## src/rtl/uart_tx_serializer.sv

```systemverilog
// uart_tx_serializer: byte-to-serial 8N1 UART transmitter (8E1/8O1 with UART_TX_PARITY_EN defined)
// Ports: clk, rst (async, active-high); TxData[7:0], XMitGo (driver handshake in);
// TxEmpty (idle/ready), TxOut (serial line, idles high), TxState[2:0] (FSM state) out.
module uart_tx_serializer #(
  parameter int CLKS_PER_BIT = 16,
  parameter int PARITY_ODD = 0
) (
  input  logic       clk,
  input  logic       rst,
  input  logic [7:0] TxData,
  input  logic       XMitGo,
  output logic       TxEmpty,
  output logic       TxOut,
  output logic [2:0] TxState
);
  localparam int CW = (CLKS_PER_BIT > 1) ? $clog2(CLKS_PER_BIT) : 1;
  localparam logic [2:0] IDLE = 3'd0, START = 3'd1, DATA = 3'd2, STOP = 3'd4;
`ifdef UART_TX_PARITY_EN
  localparam logic [2:0] PARITY = 3'd3;
  logic par;
`endif
  if (CLKS_PER_BIT < 2 || PARITY_ODD < 0 || PARITY_ODD > 1) begin : g_bad_param
    $error("uart_tx_serializer: CLKS_PER_BIT must be >= 2 and PARITY_ODD 0 or 1");
  end
  logic [2:0] state;
  logic [CW-1:0] cnt;
  logic [2:0] idx;
  logic [7:0] shreg;
  logic tx_out, tx_empty, term, busy;
  assign term = cnt == CW'(CLKS_PER_BIT - 1);
`ifdef UART_TX_PARITY_EN
  assign busy = state == START || state == DATA || state == PARITY || state == STOP;
`else
  assign busy = state == START || state == DATA || state == STOP;
`endif
  always_ff @(posedge clk or posedge rst) begin
    if (rst) begin
      state <= IDLE;
      tx_out <= 1'b1;
      tx_empty <= 1'b1;
      cnt <= '0;
      idx <= 3'd0;
      shreg <= 8'd0;
`ifdef UART_TX_PARITY_EN
      par <= 1'b0;
`endif
    end else begin
      cnt <= (busy && !term) ? cnt + CW'(1) : '0;
      case (state)
        IDLE: if (XMitGo) begin
          shreg <= TxData;
          state <= START;
          tx_out <= 1'b0;
          tx_empty <= 1'b0;
`ifdef UART_TX_PARITY_EN
          par <= ^TxData ^ PARITY_ODD[0];
`endif
        end
        START: if (term) begin
          state <= DATA;
          idx <= 3'd0;
          tx_out <= shreg[0];
        end
        DATA: if (term) begin
          shreg <= shreg >> 1;
          idx <= idx + 3'd1;
          if (idx == 3'd7) begin
`ifdef UART_TX_PARITY_EN
            state <= PARITY;
            tx_out <= par;
`else
            state <= STOP;
            tx_out <= 1'b1;
`endif
          end else tx_out <= shreg[1];
        end
`ifdef UART_TX_PARITY_EN
        PARITY: if (term) begin
          state <= STOP;
          tx_out <= 1'b1;
        end
`endif
        STOP: if (term) begin
          state <= IDLE;
          tx_empty <= 1'b1;
          idx <= 3'd0;
        end
        default: begin
          state <= IDLE;
          tx_out <= 1'b1;
          tx_empty <= 1'b1;
          idx <= 3'd0;
        end
      endcase
    end
  end
  assign TxEmpty = tx_empty;
  assign TxOut = tx_out;
  assign TxState = state;
endmodule

```

## config.mk

```make
export PLATFORM = sky130hd
export DESIGN_NAME = uart_tx_serializer
export DESIGN_NICKNAME = d
export VERILOG_FILES = /design/src/rtl/uart_tx_serializer.sv
export SDC_FILE = /design/constraint.sdc
export NUM_CORES = 1
export LEC_CHECK = 0
export CAP_MARGIN = 0
export CORE_UTILIZATION = 35
export DETAILED_ROUTE_END_ITERATION = 16
export SYNTH_ARGS = -nofsm -noshare
export SYNTH_HDL_FRONTEND = slang
export SYNTH_SLANG_ARGS = --single-unit
```

## constraint.sdc

```tcl
create_clock -name clk -period 1.37 [get_ports clk]
set_input_delay 0.137 -clock clk [delete_from_list [all_inputs] [get_ports clk]]
set_output_delay 0.137 -clock clk [all_outputs]
set_load 0.005 [all_outputs]
```

==> out/qor.yml, run 1 <==
status:
  outcome: "finished, violations left"
  violations: "design-rule violations, negative setup slack"
floorplanning:
  ios: 16
  fp.dieW_microns: 57.55
  die_h_microns: 57.55
  start_util_pct: 38.17
  dieArea_sq_um: 3311
  fp.coreArea_sq_um: 2829
  placement_rows: 19
detailed_routing:
  antenna_left: 0
  viasPerCell: 5.302
  drt-pass1-iter-count: 10
  wl_per_cell_microns: 13.90
  vias: 912
  drc_errors: 1
  initialDrtViolationCount: 39
  drt_wl_total_microns: 2390
synth:
  ys_types: 36
  ys_seq_area_share_pct: 46.58
  yosys_warnings: 0
  synth_cells: 98
  syn_area_sq_um: 1080
  synth_area_per_cell_sq_um: 11.02
  syn-num-nets: 112
  ys_seq_elements: 20
cts:
  cts-root-buf: "clkbuf_4"
  worstSkewPairLatency_ps: 300
  cts_made_buffers: 3
  cts_tree: "done"
  cts_buffer_depth: 2
  cts_hold_buf: 0
  clk_pin_slew_ps: 120
  cts.sinks: 20
  cts_max_level: 1
place:
  place_ws_ps: -220.6
  gp_congestion: 0.6987
  port-buffer-count: 15
  dpl.hpwl_microns: 1671
finish:
  fin_util_pct: 55.68
  layout.nets: 156
  antenna_cells: 0
  areaGrowthSynthToFinish_pct: 45.89
  drive_gt1_share_pct: 37.59
  fillers: 245
global_routing:
  overflow: 0
  grt_pass1_wl_microns: 4153
  grt_pass1_vias: 940
  antenna_found_initial: 0
  track_usage_pct: 16.46
  grt_max_degree: 21
timing:
  max_slew.worst_pin.slew_ps: 264.3
  rsz0062_at_grt: "true"
  setup-tns-final_ps: -937.8
  finalCriticalPeriod_ps: 1482
  fin_crit_sh_pct: 108.2
  setup_viol: 9
  finClkSkew_ps: 9.866
  maxSlewViolCount: 0
  fmax_mhz: 674.6
  hold_viol_final: 0
  fin_ws_ps: -112.4
  max_slew_margin_pct: 82.38
worst_setup_path:
  path_max_fanout: 2
  slowest_delay_ps: 410
  crit_path_start_kind: "register"
  cpLargestDelayFamily: "flip-flops"
  cp_slowest_cell: "dfrtp_1"
  r2r_cells: 5
  cp.required_ps: 1600
  crit_buf_inv: 0
  critPathKind: "register to register"
  path_cells: "ha_2 > ha_4 > or3b_1 > a211oi_2 > a21oi_1"
  arrival_ps: 1710
  crit_path_end_kind: "register"
  cp.depth: 5
min_path:
  min_path_type: "input port to asynchronous set/reset pin"
pwr:
  power_density_nw_per_um2: 1625
  irDropWorstVdd_mv: 0.7224
  p_leak_uw: 0.0006911
flow_run:
  maxCapViolations: 0
==> layer usage <==
| metal | routed length [microns] | GRT usage [%] | vias up |
|---|---|---|---|
| li1 | - | - | 447 |
| met5 | 0 | 0 | - |
| met4 | 31 | 6.272 | 0 |
| met3 | 66 | 2.041 | 4 |
| met1 | 1096 | 22.24 | 448 |
| met2 | 1195 | 26.91 | 13 |
==> through the flow <==
| step | area [sq um] | std cells | power, uW | hold slack (ps) |
|---|---|---|---|---|
| 3_5_place_dp | 1403 | 155 | 2100 | 485.0 |
| 4_1_cts | 1526 | 169 | 2509 | 142.6 |
| 2_1_floorplan | 1127 | 98 | 1724 | 99.35 |
| 5_1_grt | 1575 | 172 | 2789 | 160.1 |
| 6_report | 1575 | 172 | 2560 | 138.9 |
| 3_3_place_gp | 1403 | 155 | 2052 | 483.7 |
==> logic make-up (layout without fill, tap and decap cells) <==
| kind of cell | count (synthesis) | count (layout) | share of synthesized area (%) |
|---|---|---|---|
| adder cells (fa/ha/maj) | 3 | 3 | 3.477 |
| buffers and inverters | 8 | 51 | 4.518 |
| AO/OA/AOI/OAI | 30 | 30 | 22.48 |
| XOR/XNOR | 4 | 4 | 3.245 |
| flip-flops | 20 | 20 | 46.58 |
| AND/OR/NAND/NOR | 33 | 33 | 19.70 |
==> tightest hold or removal path, stage by stage <==
cell             delay (ps)
clkdlybuf4s50_1         390
inv_1                    50
buf_4                   260
==> registers in the layout, summed over array words and instances, names as in the netlist <==
signal   count
TxEmpty      1
TxOut        1
TxState      3
cnt          4
idx          3
shreg        8
==> placed cells by master, fill, tap and decap left out, types with 2 or more instances in the layout <==
master,count
a21o_1,2
a21oi_1,4
a21oi_2,2
a22o_1,3
buf_4,23
buf_6,7
clkbuf_4,3
clkdlybuf4s50_1,10
dfrtp_1,16
dfrtp_2,2
dfstp_2,2
dlygate4sd2_1,4
ha_4,2
inv_1,2
nand2_1,2
nand2b_1,3
nand3_1,2
nand3b_1,2
nor2_1,6
nor2_2,2
nor3_1,2
o21ai_1,3
o221a_1,7
or2b_1,5
xor2_1,3
==> worst paths after layout <==
kind	startpoint	endpoint	slack (ps)
max	idx[0]	TxOut	-110
min	rst	shreg[4]	140
max reg2reg	idx[0]	TxOut	-110
min reg2reg	shreg[7]	shreg[7]	540
max in group asynchronous	rst	TxEmpty	950
min in group clk	TxData[7]	shreg[7]	370
==> layout make-up <==
cell class                 count  area (sq um)  share of cell area [%]
clock buffer                   4         26.28                   1.668
multi-input combinational     70         605.6                   38.44
sequential                    20         505.5                   32.09
inverter                       2         7.507                  0.4766
tap                           31         38.79                   2.462
timing repair buffer          45         391.6                   24.86
==> timing repair <==
action	4_1_cts	5_1_grt
pin swaps	1	8
setup buffers	10	3
gates resized for setup	14	11
hold endpoints to repair	0	0
setup endpoints to repair	16	20
cloned	0	0
==> report_power, final <==
part | total (uW) | switching [uW] | internal (uW)
Sequential | 1030 | 189 | 842
Clock | 292 | 178 | 113
Combinational | 1240 | 499 | 739
==> cell usage after synthesis <==
| cell type | n | area (sq um) |
|---|---|---|
| dfrtp_1 | 18 | 450.4 |
| nor2_1 | 8 | 30.03 |
| o221a_1 | 7 | 78.83 |
| a21oi_1 | 6 | 30.03 |
| or2b_1 | 5 | 37.54 |
| nand2b_1 | 4 | 25.02 |
| a22o_1 | 3 | 26.28 |
| buf_2 | 3 | 15.01 |
| ha_1 | 3 | 37.54 |
| nand2_1 | 3 | 11.26 |
| o21ai_1 | 3 | 15.01 |
| xor2_1 | 3 | 26.28 |
| a211oi_1 | 2 | 15.01 |
| a21o_1 | 2 | 15.01 |
| buf_6 | 2 | 22.52 |
| dfstp_2 | 2 | 52.55 |
| inv_1 | 2 | 7.510 |
| nand3_1 | 2 | 10.01 |
| nand3b_1 | 2 | 15.01 |
| nor3_1 | 2 | 10.01 |
| a32o_1 | 1 | 10.01 |
| and3_1 | 1 | 6.260 |
| clkbuf_1 | 1 | 3.750 |
| nand4b_1 | 1 | 8.760 |
| nand4b_2 | 1 | 15.01 |
| nor4b_2 | 1 | 15.01 |
| o2111ai_1 | 1 | 8.760 |
| o211ai_1 | 1 | 7.510 |
| o21a_1 | 1 | 7.510 |
| o21ai_0 | 1 | 5.000 |
| o21ai_4 | 1 | 16.27 |
| o21bai_1 | 1 | 7.510 |
| or2_0 | 1 | 6.260 |
| or3b_1 | 1 | 8.760 |
| or4b_4 | 1 | 13.76 |
| xnor2_1 | 1 | 8.760 |
No activity file was read; power rests on OpenSTA's default activity.
==> inputs of run 2 (changes only) <==
Settings changed: CORE_MARGIN set to 5, REMOVE_ABC_BUFFERS set to 1.
==> out/qor.yml, run 2 (synthesis results as in run 1) <==
floorplanning:
  ios: 16  # unchanged
  start_util_pct: 35.96  # -2.2 points
  fp.coreArea_sq_um: 3003  # +6.1%
  placement_rows: 20  # +1
  dieArea_sq_um: 4296  # +30%
  die_h_microns: 65.55  # +14%
  fp.dieW_microns: 65.55  # +14%
worst_setup_path:
  cp.required_ps: 1610  # about the same
  r2r_slack_ps: -150  # -40 ps
  r2r-start: "TxState[1]"
  cp_slowest_cell: "or4b_4"
  arrival_ps: 1760  # +50 ps
  r2r_cells: 4  # -1
  r2r_end: "shreg[2]"
  slowest_delay_ps: 530  # +120 ps
  path_max_fanout: 7  # +5
  crit_path_start_kind: "register"
  path_cells: "buf_6 > or4b_4 > o21ai_4 > o221a_1"
  crit_path_end_kind: "register"
  critPathKind: "register to register"
  endpoint: "shreg[2]"
  startpoint: "TxState[1]"
timing:
  finalCriticalPeriod_ps: 1523  # +41.02 ps
  fmax_mhz: 656.4  # -2.7%
  rsz0062_at_grt: "true"
  maxSlewViolCount: 0  # unchanged
  fin_ws_ps: -153.5  # -41.02 ps
  hold_viol_final: 0  # unchanged
  setup_viol: 10  # +1
  finClkSkew_ps: 14.36  # +4.498 ps
  fin_crit_sh_pct: 111.2  # +3.0 points
  max_slew_margin_pct: 73.71  # -8.7 points
  max_slew.worst_pin.slew_ps: 394.3  # +130.0 ps
detailed_routing:
  vias: 926  # +1.5%
  top_layer_used: "met4"
  wl_met3_microns: 145  # +120%
  drc_errors: 0  # -1
  drt_wl_total_microns: 2592  # +8.5%
  drt-pass1-iter-count: 4  # -6
  initialDrtViolationCount: 22  # -44%
  wl_per_cell_microns: 14.40  # +3.6%
  antenna_left: 0  # unchanged
  wl_met2_microns: 1264  # +5.8%
  viasPerCell: 5.144  # -3.0%
  wl_met1_microns: 1174  # +7.1%
place:
  dpl.hpwl_microns: 1740  # +4.1%
  port-buffer-count: 15  # unchanged
  dp.cells: 159  # +2.6%
  gp_congestion: 0.8179  # +17%
  dpl_cell_area_sq_um: 1373  # -2.1%
global_routing:
  grt_pass1_wl_microns: 4008  # -3.5%
  antenna_found_initial: 0  # unchanged
  track_usage_pct: 12.13  # -4.3 points
  grt_pass1_vias: 886  # -5.7%
  grt_max_degree: 21  # unchanged
  overflow: 0  # unchanged
cts:
  cts_buffer_depth: 2  # unchanged
  worstSkewPairLatency_ps: 310  # about the same
  cts.sinks: 20  # unchanged
  cts-root-buf: "clkbuf_4"
  cts_tree: "done"
  cts_made_buffers: 3  # unchanged
  cts_max_level: 1  # unchanged
  clk_pin_slew_ps: 120  # about the same
finish:
  drive_gt1_share_pct: 38.10  # +0.51 points
  antenna_cells: 0  # unchanged
  final_cell_mix: "25 x buf_4, 16 x dfrtp_1, 11 x clkdlybuf4s50_1"
  fin_util_pct: 54.58  # -1.1 points
  fin_cells: 180  # +4.7%
  layout.nets: 162  # +3.8%
  layout_commonest_cell: "buf_4"
  fillers: 260  # +6.1%
  largest_reg_flops: 8  # unchanged
  largestRegisters: "shreg (8), cnt (4)"
  largest-register: "shreg"
  final_cell_area_sq_um: 1639  # +4.1%
  areaGrowthSynthToFinish_pct: 51.80
pwr:
  p_leak_uw: 0.0007263  # +5.1%
  report.power.total_uw: 2741  # +7.1%
  irDropWorstVdd_mv: 1.192  # +65%
  power_density_nw_per_um2: 1672  # +2.9%
status:
  violations: "negative setup slack"
  outcome: "finished, violations left"
flow_run:
  maxCapViolations: 0  # unchanged
min_path:
  min_path_type: "input port to asynchronous set/reset pin"
## run 2: repair_timing
action,CTS,global route
resized for setup,11,15
setup buffers,6,10
pin swaps,8,11
hold buffers,0,0
endpoints found under the setup margin,14,19
gates cloned,0,1
hold endpoints to repair,0,0
## run 2: where the power goes
part,switching (uW),internal [uW]
Clock,183,296
Sequential,144,843
Combinational,530,746
## run 2: layout make-up
type / instances / area [sq um] / share of cell area (%)
Clock buffer: 3 / 22.52 / 1.374
Clock inverter: 1 / 30.03 / 1.832
Inverter: 2 / 7.507 / 0.4580
Multi-Input combinational cell: 70 / 551.8 / 33.66
Sequential cell: 20 / 505.5 / 30.84
Tap cell: 33 / 41.29 / 2.519
Timing Repair Buffer: 51 / 480.5 / 29.31
## run 2: worst max-delay path, delay by kind of cell, from the launching register on
kind / cells / cell delay [ps]
and+or+nand+nor: 1 / 530
DFF: 1 / 440
AOI/OAI and AO/OA: 2 / 350
buffers and inverters: 1 / 130
## run 2: how the worst min path moves through the flow
| stage | from | endpoint | slack [ps] | cells past startpoint |
|---|---|---|---|---|
| 4_1_cts | rst | TxState[0] | 140 | 3 |
| 5_1_grt | rst | TxState[1] | 150 | 3 |
| 2_1_floorplan | rst | TxState[0] | 100 | 1 |
| 3_3_place_gp | rst | shreg[0] | 490 | 3 |
| 3_5_place_dp | rst | shreg[0] | 490 | 3 |
| 6_report | rst | TxState[0] | 140 | 3 |
## run 2: per-stage QoR
step / hold slack, ps / setup slack [ps] / TNS, ps
after detailed placement: 486.1 / -190.0 / -1456
after floorplan: 99.35 / -191.7 / -1455
after global placement: 486.8 / -176.9 / -1362
after global routing: 145.1 / -209.7 / -2270
after CTS: 140.8 / -179.0 / -1549
final: 139.4 / -153.5 / -1368
## run 2: layer usage
| layer | global-route usage, % | up-vias |
|---|---|---|
| li1 | - | 463 |
| met1 | 13.67 | 446 |
| met2 | 21.74 | 15 |
| met3 | 5.128 | 2 |
| met4 | 1.554 | 0 |
| met5 | 0 | - |
==> inputs of run 3 (changes only) <==
--- a/config.mk
+++ b/config.mk
@@ -9,4 +9,5 @@
 export CORE_MARGIN = 5
-export CORE_UTILIZATION = 35
+export CORE_UTILIZATION = 52
 export DETAILED_ROUTE_END_ITERATION = 16
+export PLACE_DENSITY = 0.77
 export REMOVE_ABC_BUFFERS = 1
==> constraint.sdc (replaced) <==
create_clock -name clk -period 1.6 [get_ports clk]
set_input_delay 0.16 -clock clk [delete_from_list [all_inputs] [get_ports clk]]
set_output_delay 0.16 -clock clk [all_outputs]
set_load 0.05 [all_outputs]
==> out/qor.yml, run 3 (synthesis results as in run 1) <==
place:
  dp.cells: 144  # -9.4%
  gp_congestion: 0.7414  # -9.4%
  port-buffer-count: 15  # unchanged
  dpl.hpwl_microns: 1812  # +4.1%
timing:
  finClkSkew_ps: 6.035  # -8.329 ps
  setup_viol: 1  # -9
  hold_viol_final: 0  # unchanged
  max_slew.worst_pin.slew_ps: 333.3  # -60.96 ps
  rsz0062_at_grt: "true"
  fin_crit_sh_pct: 102.8  # -8.4 points
  maxSlewViolCount: 0  # unchanged
  fmax_mhz: 608.3  # -7.3%
  fin_ws_ps: -44.03  # +109.4 ps
  finalCriticalPeriod_ps: 1644  # +120.6 ps
  setup-tns-final_ps: -44.03  # +1324 ps
  max_slew_margin_pct: 77.68  # +4.0 points
floorplanning:
  start_util_pct: 55.04  # +19 points
  dieArea_sq_um: 3088  # -28%
  ios: 16  # unchanged
  die_h_microns: 55.57  # -15%
  placement_rows: 16  # -20%
  fp.coreArea_sq_um: 1962  # -35%
  fp.dieW_microns: 55.57  # -15%
cts:
  cts_made_buffers: 3  # unchanged
  clk_pin_slew_ps: 110  # about the same
  cts.sinks: 20  # unchanged
  cts_buffer_depth: 2  # unchanged
  cts_max_level: 1  # unchanged
  cts-root-buf: "clkbuf_4"
  cts_hold_buf: 0  # unchanged
  cts_tree: "done"
  worstSkewPairLatency_ps: 300  # about the same
worst_setup_path:
  crit_top_cell: "ha_1"
  crit_path_start_kind: "register"
  arrival_ps: 1880  # +120 ps
  crit_buf_inv: 0  # -1
  cp.required_ps: 1840  # +230 ps
  path_cells: "ha_1 > ha_1 > or3b_1 > a211oi_2 > a21oi_1"
  cp_slowest_cell: "dfrtp_1"
  crit_path_end_kind: "register"
  critPathKind: "register to register"
  cpLargestDelayFamily: "adder cells"
  r2r_cells: 5  # +1
  cp.depth: 5  # +1
  slowest_delay_ps: 410  # -120 ps
  path_max_fanout: 3  # -4
finish:
  largest_reg_flops: 8  # unchanged
  layout.nets: 136  # -16%
  final_cell_mix: "18 x dfrtp_1, 10 x clkdlybuf4s50_1, 10 x buf_4"
  areaGrowthSynthToFinish_pct: 27.35
  largestRegisters: "shreg (8), cnt (4)"
  drive_gt1_share_pct: 20.83  # -17 points
  fin_cells: 147  # -18%
  largest-register: "shreg"
  antenna_cells: 0  # unchanged
  layout_commonest_cell: "dfrtp_1"
detailed_routing:
  drt-pass1-iter-count: 4  # unchanged
  drt_wl_total_microns: 2392  # -7.7%
  viasPerCell: 5.898  # +15%
  vias: 867  # -6.4%
  initialDrtViolationCount: 16  # -27%
  wl_per_cell_microns: 16.27  # +13%
  antenna_left: 0  # unchanged
  drc_errors: 0  # unchanged
pwr:
  p_switching_uw: 848.6  # -0.87%
  switching_share_pct: 39.29  # +8.1 points
  power_frac_comb_pct: 46.7  # about the same
  p_leak_uw: 0.0005896  # -19%
  seqPwrFrac_pct: 42.2  # +6.2 points
  power_density_nw_per_um2: 1571  # -6.1%
  p_int_uw: 1311  # -30%
  clkPwrFrac_pct: 11.1  # -6.4 points
  irDropWorstVdd_mv: 1.133  # -5.0%
status:
  outcome: "finished, violations left"
  violations: "negative setup slack"
global_routing:
  antenna_found_initial: 0  # unchanged
  grt_pass1_vias: 929  # +4.9%
  grt_pass1_wl_microns: 4057  # +1.2%
  track_usage_pct: 16.22  # +4.1 points
  overflow: 0  # unchanged
  grt_max_degree: 21  # unchanged
min_path:
  min_path_type: "input port to asynchronous set/reset pin"
flow_run:
  maxCapViolations: 0  # unchanged
## run 3: changes by cell type in the layout (fill, tap and decap cells not counted), moves of 2 or more
cell	change
buf_4	-15
buf_6	-8
buf_12	+4
dfrtp_1	+2
dfrtp_2	-2
dlygate4sd2_1	-2
## run 3: stage by stage
step | util (%) | instance area (sq um) | setup WS (ps) | total power, uW | hold WS (ps)
finish | 70.09 | 1375 | -44.03 | 2160 | 162.5
floorplan | - | 1039 | -304.7 | 1493 | 122.3
global route | 70.09 | 1375 | -69.03 | 2308 | 215.6
global placement | 68.69 | 1348 | 15.56 | 1831 | 446.2
detailed placement | 68.69 | 1348 | -54.31 | 1908 | 465.5
CTS | 69.83 | 1370 | 2.246 | 2144 | 177.2
## run 3: final cells by class
class,count,area (sq um)
fillers,156,586.8
multi-input cells,70,533.0
flip-flops and latches,20,503.0
repair buffers,25,275.3
well taps,27,33.78
clock buffers,3,22.52
inverters,2,7.507
## run 3: metal layers
layer | vias to the layer above | wire, microns | GRT usage [%]
li1 | 411 | - | -
met1 | 425 | 1020 | 18.95
met2 | 23 | 1202 | 27.70
met3 | 8 | 111 | 5.336
met4 | 0 | 57 | 5.556
met5 | - | 0 | 0
## run 3: power by group through the flow
| stage | registers [uW] | clock network, uW | logic [uW] |
|---|---|---|---|
| 3_3_place_gp | 894 | 0 | 937 |
| 5_1_grt | 938 | 273 | 1100 |
| 2_1_floorplan | 1030 | 0 | 468 |
| 6_report | 912 | 240 | 1010 |
| 3_5_place_dp | 917 | 0 | 990 |
| 4_1_cts | 908 | 242 | 994 |
## run 3: worst register-to-register path, cell delays in order (launching register included)
cell,delay [ps]
dfrtp_1,410
ha_1,210
ha_1,210
or3b_1,390
a211oi_2,250
a21oi_1,110
## run 3: path summary, 6_finish.rpt
kind / startpoint / endpoint / slack (ps)
worst max-delay path: idx[0] / TxOut / -40
max in group asynchronous: rst / TxEmpty / 1160
worst min-delay path: rst / idx[2] / 160
worst max register to register: idx[0] / TxOut / -40
worst min register to register: cnt[0] / cnt[0] / 470
min in group clk: TxData[7] / shreg[7] / 400
## run 3: timing repair
| action | in CTS | in global routing |
|---|---|---|
| resized for setup | 0 | 2 |
| setup buffers | 0 | 0 |
| endpoints found under the setup margin | 0 | 8 |
| hold endpoints to repair | 0 | 0 |
==> edit, RTL diff (config.mk and constraints of run 2) <==
The option `UART_TX_PARITY_EN` is turned on by a define.
--- a/src/rtl/uart_tx_serializer.sv
+++ b/src/rtl/uart_tx_serializer.sv
@@ -1,6 +1,8 @@
 // uart_tx_serializer: byte-to-serial 8N1 UART transmitter (8E1/8O1 with UART_TX_PARITY_EN defined)
 // Ports: clk, rst (async, active-high); TxData[7:0], XMitGo (driver handshake in);
 // TxEmpty (idle/ready), TxOut (serial line, idles high), TxState[2:0] (FSM state) out.
+`define UART_TX_PARITY_EN
+
 module uart_tx_serializer #(
   parameter int CLKS_PER_BIT = 16,
   parameter int PARITY_ODD = 0
Function: no difference found for any inputs over 10 cycles, from zero or initial values and one cycle with rst high; that may be too few to reach the edited logic, so the function may still have changed.
==> edit against run 2 <==
The run still ends with negative setup slack left. Sequential cell count rose by 1. Design area is 4.8% higher. Area after synthesis increased by 5.8%. Utilization grew 0.78 points. Worst setup slack got worse by 0.011 ns. Count of clock-buffer cells in the layout increased by 1. Critical path type unchanged. Routed wire length is 10% higher. Clock skew is 0.0028 ns lower.
Power is not compared: it rests on default switching activity, and its combinational part moved more than twofold at a synthesized area within 25%.
==> edit: results (changes against run 2) <==
outcome complete, but fails checks; failing checks negative setup slack; Crit Path Max Fanout 8 (+1); post-synthesis adder-cell area fraction 3.29% (-0.19 points); slowest library cell on the worst path dfrtp_1; Layout Skew 0.0115 ns (-0.00282 ns); FF+latch count, synth 21 (+5.0%); #MultiIn Comb 82 (+17%); crit-path leading delay family compound AO/OA/AOI/OAI gates; Setup WS post-layout -0.165 ns (-0.0114 ns); metal3 WL 86 µm (-41%); area taken by multi-input logic gates 624 µm² (+13%); met1 Track Usage GR 15.4% (+1.7 points); Starting Density 36.8% (+0.86 points); multiplexer share of the synthesized area 1.86% (+1.9 points); WL met2 1.56 mm (+23%); first-pass GRT wire length 4.69 mm (+17%); layout cell share with drive strength beyond 1 36.9% (-1.2 points); largest net degree at the start of global routing 22 (+4.8%); fillcell total 300 (+15%); nets 183 (+13%); die width 67.1 µm (+2.4%); final setup vio count 14 (+4); Layout clock area frac 1.53% (-1.7 points); total negative slack -1.55 ns (-0.181 ns); Worst Max-Slew Pin Slew 0.318 ns (-0.0766 ns); nonclk inv count 10 (+8); Synth Area in Compound Gates 17.6% (-4.8 points); R2R Path Start TxState[0]$_DFFE_PP0P_; post-DP HPWL 2.03 mm (+17%); Non-Clock Buffer Area Fraction 26.0% (-3.3 points); Seq/Total Area, Yosys 46.2% (-0.36 points); top cells by area, synth dfrtp_1 (42%), xnor2_1 (6.9%), nor2_1 (5.6%); worst slack, placed -0.339 ns (-0.149 ns); RePlAce Congestion 0.826 (+1.0%); sequential share of cell area 30.7% (-0.10 points); Largest stage delay, worst path 0.42 ns (-0.11 ns); met3 usage 4.49% (-0.64 points); M2 GR Usage 25.2% (+3.4 points); Total GRT Usage 13.7% (+1.5 points); Post-synth top cells dfrtp_1 (19), nor2_1 (17), nand2_1 (11)
## edit: timing repair
action                                  in CTS  in global routing
endpoints found under the setup margin      25                 24
endpoints found under the hold margin        0                  0
pin swaps                                   10                  6
gates resized for setup                     19                 16
cloned                                       1                  0
buffers inserted                             4                  4
hold buffers                                 0                  0
## edit: stage by stage
step	total power [W]	std cells	hold WS, ns	utilization, %
after floorplan	0.000715	113	0.112	-
after global placement	0.000773	199	0.458	48.6
after detailed placement	0.000779	199	0.468	48.6
after CTS	0.00109	208	0.159	52.0
after global routing	0.00115	212	0.172	55.4
final	0.00108	212	0.152	55.4
## edit: power by group
part / internal [W] / switching, W / leakage [nW]
Sequential: 0.000638 / 0.0000166 / 0.251
Combinational: 0.0000717 / 0.0000555 / 0.480
Clock: 0.000113 / 0.000189 / 0.0150
Total: 0.000823 / 0.000261 / 0.746
## edit: path summary, 6_finish.rpt
| check | cells after the start | slack [ns] | end |
|---|---|---|---|
| max reg2reg | 5 | -0.16 | shreg[6]$_DFFE_PP0P_ |
| min in group clk | 3 | 0.44 | shreg[7]$_DFFE_PP0P_ |
| max in group asynchronous | 3 | 0.93 | TxEmpty$_DFFE_PP1P_ |
| max | 5 | -0.16 | shreg[6]$_DFFE_PP0P_ |
| min reg2reg | 2 | 0.52 | shreg[1]$_DFFE_PP0P_ |
| min | 3 | 0.15 | shreg[7]$_DFFE_PP0P_ |
## edit: kinds of logic (layout without fill, tap and decap cells)
| group | after synthesis | in the layout |
|---|---|---|
| buf+inv | 16 | 65 |
| simple gates | 39 | 39 |
| fa+ha+maj | 3 | 3 |
| flops | 21 | 21 |
| xor+xnor | 10 | 10 |
| mux | 2 | 2 |
| compound gates | 28 | 28 |
